--- config.mk ---
export PLATFORM = sky130hd
export DESIGN_NAME = soc_sysid_arbiter_flat
export DESIGN_NICKNAME = d
export VERILOG_FILES = /design/src/rtl/soc_sysid_arbiter_if.sv /design/src/rtl/soc_sysid_arbiter.sv /design/src/flat_wrapper.sv
export SDC_FILE = /design/constraint.sdc
export NUM_CORES = 1
export LEC_CHECK = 0
export BUFFER_PORTS_ARGS = -buffer_cell sky130_fd_sc_hd__buf_2
export CORE_MARGIN = 2
export CORE_UTILIZATION = 35
export DETAILED_ROUTE_END_ITERATION = 8
export PLACE_DENSITY = 0.58
export SYNTH_ARGS = -nofsm -noshare
export SYNTH_HDL_FRONTEND = slang
export SYNTH_SLANG_ARGS = --single-unit
--- constraint.sdc ---
create_clock -name clock -period 6.56 [get_ports clock]
set_input_delay 0.328 -clock clock [delete_from_list [all_inputs] [get_ports clock]]
set_output_delay 0.328 -clock clock [all_outputs]
set_load 0.005 [all_outputs]
--- src/rtl/soc_sysid_arbiter_if.sv ---
// Bus bundle for the two-master system-ID read arbiter.
// The slave modport is the arbiter's view. The master modport is the
// environment's view: both requesting masters plus the shared control slave.
interface soc_sysid_arbiter_if #(
  parameter int DATA_W = 32
);
  logic              m0_read;
  logic              m0_address;
  logic              m0_waitrequest;
  logic [DATA_W-1:0] m0_readdata;
  logic              m0_readdatavalid;

  logic              m1_read;
  logic              m1_address;
  logic              m1_waitrequest;
  logic [DATA_W-1:0] m1_readdata;
  logic              m1_readdatavalid;

  logic              s_read;
  logic              s_address;
  logic [DATA_W-1:0] s_readdata;

  modport slave (
    input  m0_read, m0_address, m1_read, m1_address, s_readdata,
    output m0_waitrequest, m0_readdata, m0_readdatavalid,
    output m1_waitrequest, m1_readdata, m1_readdatavalid,
    output s_read, s_address
  );

  modport master (
    output m0_read, m0_address, m1_read, m1_address, s_readdata,
    input  m0_waitrequest, m0_readdata, m0_readdatavalid,
    input  m1_waitrequest, m1_readdata, m1_readdatavalid,
    input  s_read, s_address
  );
endinterface

--- src/rtl/soc_sysid_arbiter.sv ---
// Two-master round-robin arbiter in front of a single shared control slave.
// One slave read is outstanding at a time: IDLE -> ISSUE -> WAIT* -> RESP.
// The slave's read data is sampled READ_LATENCY cycles after the ISSUE
// cycle and returned to the granted master in RESP.
module soc_sysid_arbiter #(
  parameter int DATA_W       = 32,
  parameter int READ_LATENCY = 0
) (
  input  logic               clock,
  input  logic               reset,
  soc_sysid_arbiter_if.slave bus
);

  typedef enum logic [1:0] {IDLE, ISSUE, WAIT, RESP} state_t;

  localparam logic [2:0] LAT = 3'(READ_LATENCY);

  state_t            state_q;
  logic              grant_q;       // 0 = m0, 1 = m1
  logic              last_grant_q;  // resets to 1 so m0 wins the first tie
  logic              addr_q;
  logic              s_read_q;
  logic [2:0]        cnt_q;
  logic [DATA_W-1:0] data_q;
  logic [DATA_W-1:0] m0_hold_q;
  logic [DATA_W-1:0] m1_hold_q;

  logic              win_d;
  logic              addr_d;
  logic              resp_m0;
  logic              resp_m1;

  // Pick a winner: a lone requester wins, a tie goes to the master not granted last.
  always_comb begin
    win_d = 1'b0;
    if (bus.m0_read && bus.m1_read) begin
      win_d = ~last_grant_q;
    end else if (bus.m1_read) begin
      win_d = 1'b1;
    end
  end

  assign addr_d = win_d ? bus.m1_address : bus.m0_address;

  // Transaction FSM with registered slave strobe, address, latency counter and data.
  always_ff @(posedge clock or posedge reset) begin
    if (reset) begin
      state_q      <= IDLE;
      grant_q      <= 1'b0;
      last_grant_q <= 1'b1;
      addr_q       <= 1'b0;
      s_read_q     <= 1'b0;
      cnt_q        <= 3'd0;
      data_q       <= '0;
      m0_hold_q    <= '0;
      m1_hold_q    <= '0;
    end else begin
      s_read_q <= 1'b0;
      case (state_q)
        IDLE: begin
          if (bus.m0_read || bus.m1_read) begin
            grant_q      <= win_d;
            last_grant_q <= win_d;
            addr_q       <= addr_d;
            s_read_q     <= 1'b1;
            state_q      <= ISSUE;
          end
        end
        ISSUE: begin
          if (READ_LATENCY == 0) begin
            data_q  <= bus.s_readdata;
            state_q <= RESP;
          end else begin
            cnt_q   <= 3'd1;
            state_q <= WAIT;
          end
        end
        WAIT: begin
          if (cnt_q == LAT) begin
            data_q  <= bus.s_readdata;
            cnt_q   <= 3'd0;
            state_q <= RESP;
          end else begin
            cnt_q <= cnt_q + 3'd1;
          end
        end
        RESP: begin
          // Only a master that actually took the data keeps it as its last value.
          if (!grant_q && bus.m0_read) begin
            m0_hold_q <= data_q;
          end
          if (grant_q && bus.m1_read) begin
            m1_hold_q <= data_q;
          end
          state_q <= IDLE;
        end
        default: begin
          state_q <= IDLE;
        end
      endcase
    end
  end

  assign resp_m0 = (state_q == RESP) && !grant_q;
  assign resp_m1 = (state_q == RESP) &&  grant_q;

  assign bus.s_read    = s_read_q;
  assign bus.s_address = addr_q;

  // A requester that dropped its read before RESP sees no valid strobe.
  assign bus.m0_waitrequest   = bus.m0_read & ~resp_m0;
  assign bus.m0_readdatavalid = bus.m0_read &  resp_m0;
  assign bus.m0_readdata      = resp_m0 ? data_q : m0_hold_q;

  assign bus.m1_waitrequest   = bus.m1_read & ~resp_m1;
  assign bus.m1_readdatavalid = bus.m1_read &  resp_m1;
  assign bus.m1_readdata      = resp_m1 ? data_q : m1_hold_q;

endmodule

--- src/flat_wrapper.sv ---
// flat-port wrapper written by rule: the top's interface ports become plain ports
module soc_sysid_arbiter_flat 
#(
  parameter int DATA_W       = 32,
  parameter int READ_LATENCY = 0
)
  (clock, reset, bus_m0_read, bus_m0_address, bus_m1_read, bus_m1_address, bus_s_readdata, bus_m0_waitrequest, bus_m0_readdata, bus_m0_readdatavalid, bus_m1_waitrequest, bus_m1_readdata, bus_m1_readdatavalid, bus_s_read, bus_s_address);
  soc_sysid_arbiter_if #(.DATA_W(DATA_W)) bus_i ();
  input  logic clock;
  input  logic reset;
  input wire logic [$bits(bus_i.m0_read)-1:0] bus_m0_read;
  input wire logic [$bits(bus_i.m0_address)-1:0] bus_m0_address;
  input wire logic [$bits(bus_i.m1_read)-1:0] bus_m1_read;
  input wire logic [$bits(bus_i.m1_address)-1:0] bus_m1_address;
  input wire logic [$bits(bus_i.s_readdata)-1:0] bus_s_readdata;
  output wire logic [$bits(bus_i.m0_waitrequest)-1:0] bus_m0_waitrequest;
  output wire logic [$bits(bus_i.m0_readdata)-1:0] bus_m0_readdata;
  output wire logic [$bits(bus_i.m0_readdatavalid)-1:0] bus_m0_readdatavalid;
  output wire logic [$bits(bus_i.m1_waitrequest)-1:0] bus_m1_waitrequest;
  output wire logic [$bits(bus_i.m1_readdata)-1:0] bus_m1_readdata;
  output wire logic [$bits(bus_i.m1_readdatavalid)-1:0] bus_m1_readdatavalid;
  output wire logic [$bits(bus_i.s_read)-1:0] bus_s_read;
  output wire logic [$bits(bus_i.s_address)-1:0] bus_s_address;
  assign bus_i.m0_read = bus_m0_read;
  assign bus_i.m0_address = bus_m0_address;
  assign bus_i.m1_read = bus_m1_read;
  assign bus_i.m1_address = bus_m1_address;
  assign bus_i.s_readdata = bus_s_readdata;
  assign bus_m0_waitrequest = bus_i.m0_waitrequest;
  assign bus_m0_readdata = bus_i.m0_readdata;
  assign bus_m0_readdatavalid = bus_i.m0_readdatavalid;
  assign bus_m1_waitrequest = bus_i.m1_waitrequest;
  assign bus_m1_readdata = bus_i.m1_readdata;
  assign bus_m1_readdatavalid = bus_i.m1_readdatavalid;
  assign bus_s_read = bus_i.s_read;
  assign bus_s_address = bus_i.s_address;
  soc_sysid_arbiter #(.DATA_W(DATA_W), .READ_LATENCY(READ_LATENCY)) u_core (.clock(clock), .reset(reset), .bus(bus_i));
endmodule
# Word level (Yosys, flattened, before mapping)
# Cells that the tools add are included.
# word_totals
output_inout_bits	70
ff_bits	105
input_bits	38
elab_cells	50
# classes
bitwise	7
n_addsub	1
reduce_logical	15
muxes	13
eq_ne	5
# op_table
cell	count
two-way mux 32 bit	3
case mux 32 bit (2 select lines)	1
AND reduction 2 bit	5
case mux 2 bit (4 select lines)	1
logical AND 1 bit	5
two-way mux 1 bit	5
bitwise AND 1 bit	4
== test 2 bit, second input constant	2
two-way mux 2 bit	2
!= test 2 x 1 -> 1 bit, second input constant	2
adder 3 x 1 -> 3 bit, second input constant	1
logical NOT 3 bit	1
two-way mux 3 bit	1
inverter 1 bit	3
== test 2 x 1 -> 1 bit, second input constant	1
logical NOT 2 bit	1
nonzero test 2 bit	1
logical NOT 1 bit	1
logical OR 1 bit	1

# Depth between registers and ports, before layout
# logic_depth
ltp_word	4
ltp_mapped	6

# Worst setup path after synthesis
# Ideal clock, no wire load.
# synth_path
path_kind	register -> output
from	register u_core.state_q[0]
to	output port bus_m0_readdata[0]
stages_incl_launch_ff	6
n_path_buf	2
path_slack_ns	4.799
required_ns	6.232
t_arrival_ns	1.433
path_cell_list	dfrtp_1 -> ha_1 -> buf_2 -> nand2_1 -> buf_2 -> mux2_2
# synth_between
elab_chain_cells	3
# synth_lines
element	line_no	rtl
from (decl)	soc_sysid_arbiter.sv:18	state_t state_q;
from (signal assigned)	soc_sysid_arbiter.sv:48	state_q <= IDLE;
from (signal assigned)	soc_sysid_arbiter.sv:66	state_q <= ISSUE;
from (signal assigned)	soc_sysid_arbiter.sv:72	state_q <= RESP;
== test 2 bit	soc_sysid_arbiter.sv:104	assign resp_m0 = (state_q == RESP) && !grant_q;
logical AND 1 bit	soc_sysid_arbiter.sv:104	
two-way mux 32 bit	soc_sysid_arbiter.sv:113	assign bus.m0_readdata = resp_m0 ? data_q : m0_hold_q;
to (decl)	flat_wrapper.sv:17	output wire logic [$bits(bus_i.m0_readdata)-1:0] bus_m0_readdata;
# Every way passes these cells.

# Worst setup path in the final report
# layout_path
from	register u_core.state_q[0]
to	output port bus_m1_readdata[21]
# layout_between
elab_chain_cells	3
# layout_lines
element	line_no	rtl
== test 2 bit	soc_sysid_arbiter.sv:105	assign resp_m1 = (state_q == RESP) && grant_q;
logical AND 1 bit	soc_sysid_arbiter.sv:105	
two-way mux 32 bit	soc_sysid_arbiter.sv:117	assign bus.m1_readdata = resp_m1 ? data_q : m1_hold_q;
to (decl)	flat_wrapper.sv:20	output wire logic [$bits(bus_i.m1_readdata)-1:0] bus_m1_readdata;
# Every way passes these cells.

==> run_results.csv <==
group,metric,value,unit
cts,cts_inserted_buffers,9,
cts,cts_tree,"done",
global_route,grt_max_degree,89,
cts,cts.root.buffer_cell,"clkbuf_16",
route,antenna_left,0,
cts,cts.repair_timing.setup_buffer_count,0,
critical_path,critical_path.slowest_cell,"nand2_2",
critical_path,timing.critical_path.required,6230,ps
synthesis,synth.cell_area,4969,sq um
route,drt_first_iter_violations,129,
global_route,grt_util_all_layers,0.1423,
status,outcome,"finished clean",
synthesis,syn_area_per_cell,15.33,sq um
cells_and_area,finalNetCount,472,
placement,buffer_ports.inserted,107,
timing,finalClockSkew,6.320,ps
route,remaining_drc_errors,0,
critical_path,critPathArrivalTime,2340,ps
placement,dp_hpwl,6437,um
route,avgViaCountPerCell,4.758,
timing,timing.final.crit_period,2672,ps
die,core_area,13880,sq um
cells_and_area,antenna-diode-count,0,
cells_and_area,layout-area-overhead-vs-synth,18.89,%
die,die-area,15160,sq um
cts,clock_path_buffers,2,
synthesis,synth.distinct_cells,23,
timing,whs,209.0,ps
power,leakage_power_total,2.825,nW
route,drt_wl_total,10210,um
timing,fin_setup_tns,0,ps
route,route.detailed.wl_per_inst,16.67,um
synthesis,yosys_register_bits,105,
die,dieWidth,123.1,um
placement,gp_weighted_congestion,0.7260,
critical_path,timing.reg2reg.setup_slack,4300,ps
timing,finalHoldViolations,0,
die,std_cell_rows,43,
critical_path,cp_slowest_stage_delay,720,ps
power,powerDensity,545.3,nW/um^2
synthesis,share_of_the_yosys_chip_area_belonging_to_registers,0.5291,
placement,post_dp_cell_area,5619,sq um
cts,ctsHtreeMaxLevel,3,
die,floorplan.initialDensity,0.3579,
cts,clk_lat_worst_skew,350,ps
timing,final_min_period_over_clock_period,0.4073,
critical_path,cp-end-kind,"output pin",
synthesis,post_synth_inst_count,324,
critical_path,criticalPathCategory,"flop to output pin",
critical_path,timing.critical_path.cells,"ha_1 > nand2_2 > mux2_2 > buf_2",
timing,worstMarginPinSlew,1106,ps
min_path,type_of_the_most_critical_hold_path,"input pin to flop",
power,ir_drop,213.4,uV
global_route,first_global_vias,3138,
synthesis,synthesis_warnings,0,
timing,slew_headroom,0.2628,
cells_and_area,post_route_cells_drive_above_1_share,0.6736,
global_route,grt-ovfl-total,0,
timing,final-max-slew-violation-count,0,
flow_run,timing.max_cap.violations,0,
critical_path,crit_fanout,33,
timing,setup-violations-final,0,
die,die_y,123.1,um
timing,max_clock_freq,374.3,MHz
global_route,global_route_wire_length_before_repair,16390,um
cts,worst_setup_hold_path_clk_slew,70,ps
cts,cts.sink_count,105,
route,dr.pass1.iters,4,
placement,placed_cells_incl_taps,596,
timing,grt_setup_unrepaired,"false",
die,ioPinCount,108,
critical_path,timing.critical_path.from_type,"flop",
synthesis,synth_nets,368,
cells_and_area,finish.instance_area,5907,sq um
route,route.vias.total,2912,
global_route,number_of_antenna_violations_at_the_first_check_in_global_routing,0,
cells_and_area,final_cell_count_no_fill,612,
==> metrics by stage <==
stage,worst slack (ps),power [mW],util
after CTS,3814,3.282,0.4255
after global placement,4231,2.704,0.4048
final,3888,3.221,0.4255
after global routing,3733,3.466,0.4255
after detailed placement,4211,2.744,0.4048
after floorplan,3473,2.266,-
==> flip-flops by register name (all words and copies together), names as in the netlist <==
name,cells
u_core.bus.s_address,1
u_core.bus.s_read,1
u_core.cnt_q,3
u_core.data_q,32
u_core.grant_q,1
u_core.last_grant_q,1
u_core.m0_hold_q,32
u_core.m1_hold_q,32
u_core.state_q,2
==> cells by family after synthesis <==
family,share of synthesized area
fa+ha+maj,0.01511
mux,0.3946
simple gates,0.01662
compound gates,0.01259
buf+inv,0.03198
flops,0.5291
==> layout make-up <==
cell class,instances,area [sq um]
Clock inverter,4,45.04
Clock buffer,11,232.7
Tap cell,180,225.2
Multi-Input combinational cell,194,2186
Inverter,9,36.28
Fill cell,1314,7974
Timing Repair Buffer,109,553.0
Sequential cell,105,2629
==> path summary, 6_finish.rpt <==
path                            cells after the start                 start              endpoint
max in group asynchronous                           4                 reset     u_core.data_q[19]
worst min-delay path                                2     bus_s_readdata[6]      u_core.data_q[6]
min in group asynchronous                           3                 reset      u_core.data_q[0]
worst max-delay path                                4     u_core.state_q[0]   bus_m1_readdata[21]
worst max register to register                      3     u_core.state_q[1]  u_core.m1_hold_q[26]
worst min register to register                      1  u_core.m0_hold_q[17]  u_core.m0_hold_q[17]
==> routing by layer <==
layer,up-vias,GRT usage,share of wire
met3,13,0.03275,0.045
met1,1463,0.1885,0.47
met2,67,0.2253,0.47
li1,1369,-,-
met5,-,0,0
met4,0,0.05753,0.018
==> what timing repair did <==
action                    in CTS  in global routing
hold buffers                   1                  0
resized for setup              0                  0
hold endpoints to repair      17                  0
==> report_power, final <==
part           leakage [nW]  switching (mW)  internal (mW)
registers              1.25           0.227          0.976
logic                  1.44           0.581          0.921
clock network         0.139           0.226          0.292
total                  2.83            1.03           2.19
==> Yosys cell counts <==
library cell	number	share of area
mux2_2	131	0.30
nor3_1	1	0.0010
a21boi_0	1	0.0015
dfstp_2	1	0.0053
a31oi_1	1	0.0013
nand2_1	5	0.0038
ha_1	6	0.015
mux2_4	31	0.094
a21oi_1	2	0.0020
nand2b_4	1	0.0028
dfrtp_1	104	0.52
a22oi_1	1	0.0015
a21o_2	1	0.0018
o21a_1	1	0.0015
buf_2	13	0.013
and2_1	2	0.0025
buf_12	3	0.012
inv_1	9	0.0068
mux2i_1	2	0.0040
nand3_1	1	0.0010
nor2_1	2	0.0015
nand3_2	2	0.0040
o21ai_0	3	0.0030
==> critical path: cells and delay by family (launching register included) <==
kind	cells	cell delay (ps)
flip-flops	1	400
AND/OR/NAND/NOR	1	720
buffers and inverters	1	130
multiplexers	1	440
adder cells (fa/ha/maj)	1	300
==> placed cells by master, fill, tap and decap left out, drive strengths merged <==
cell type    instances
a21oi                2
a21boi               1
bufinv               1
nand2                5
dfrtp              104
inv                  9
a31oi                1
nor2                 2
nand3                3
nor3                 1
clkinv               3
mux2               162
mux2i                2
a21o                 1
ha                   6
and2                 2
nand2b               1
dfstp                1
o21a                 1
clkbuf              11
dlygate4sd3          1
o21ai                3
a22oi                1
buf                108
(Power assumes the default switching activity.)
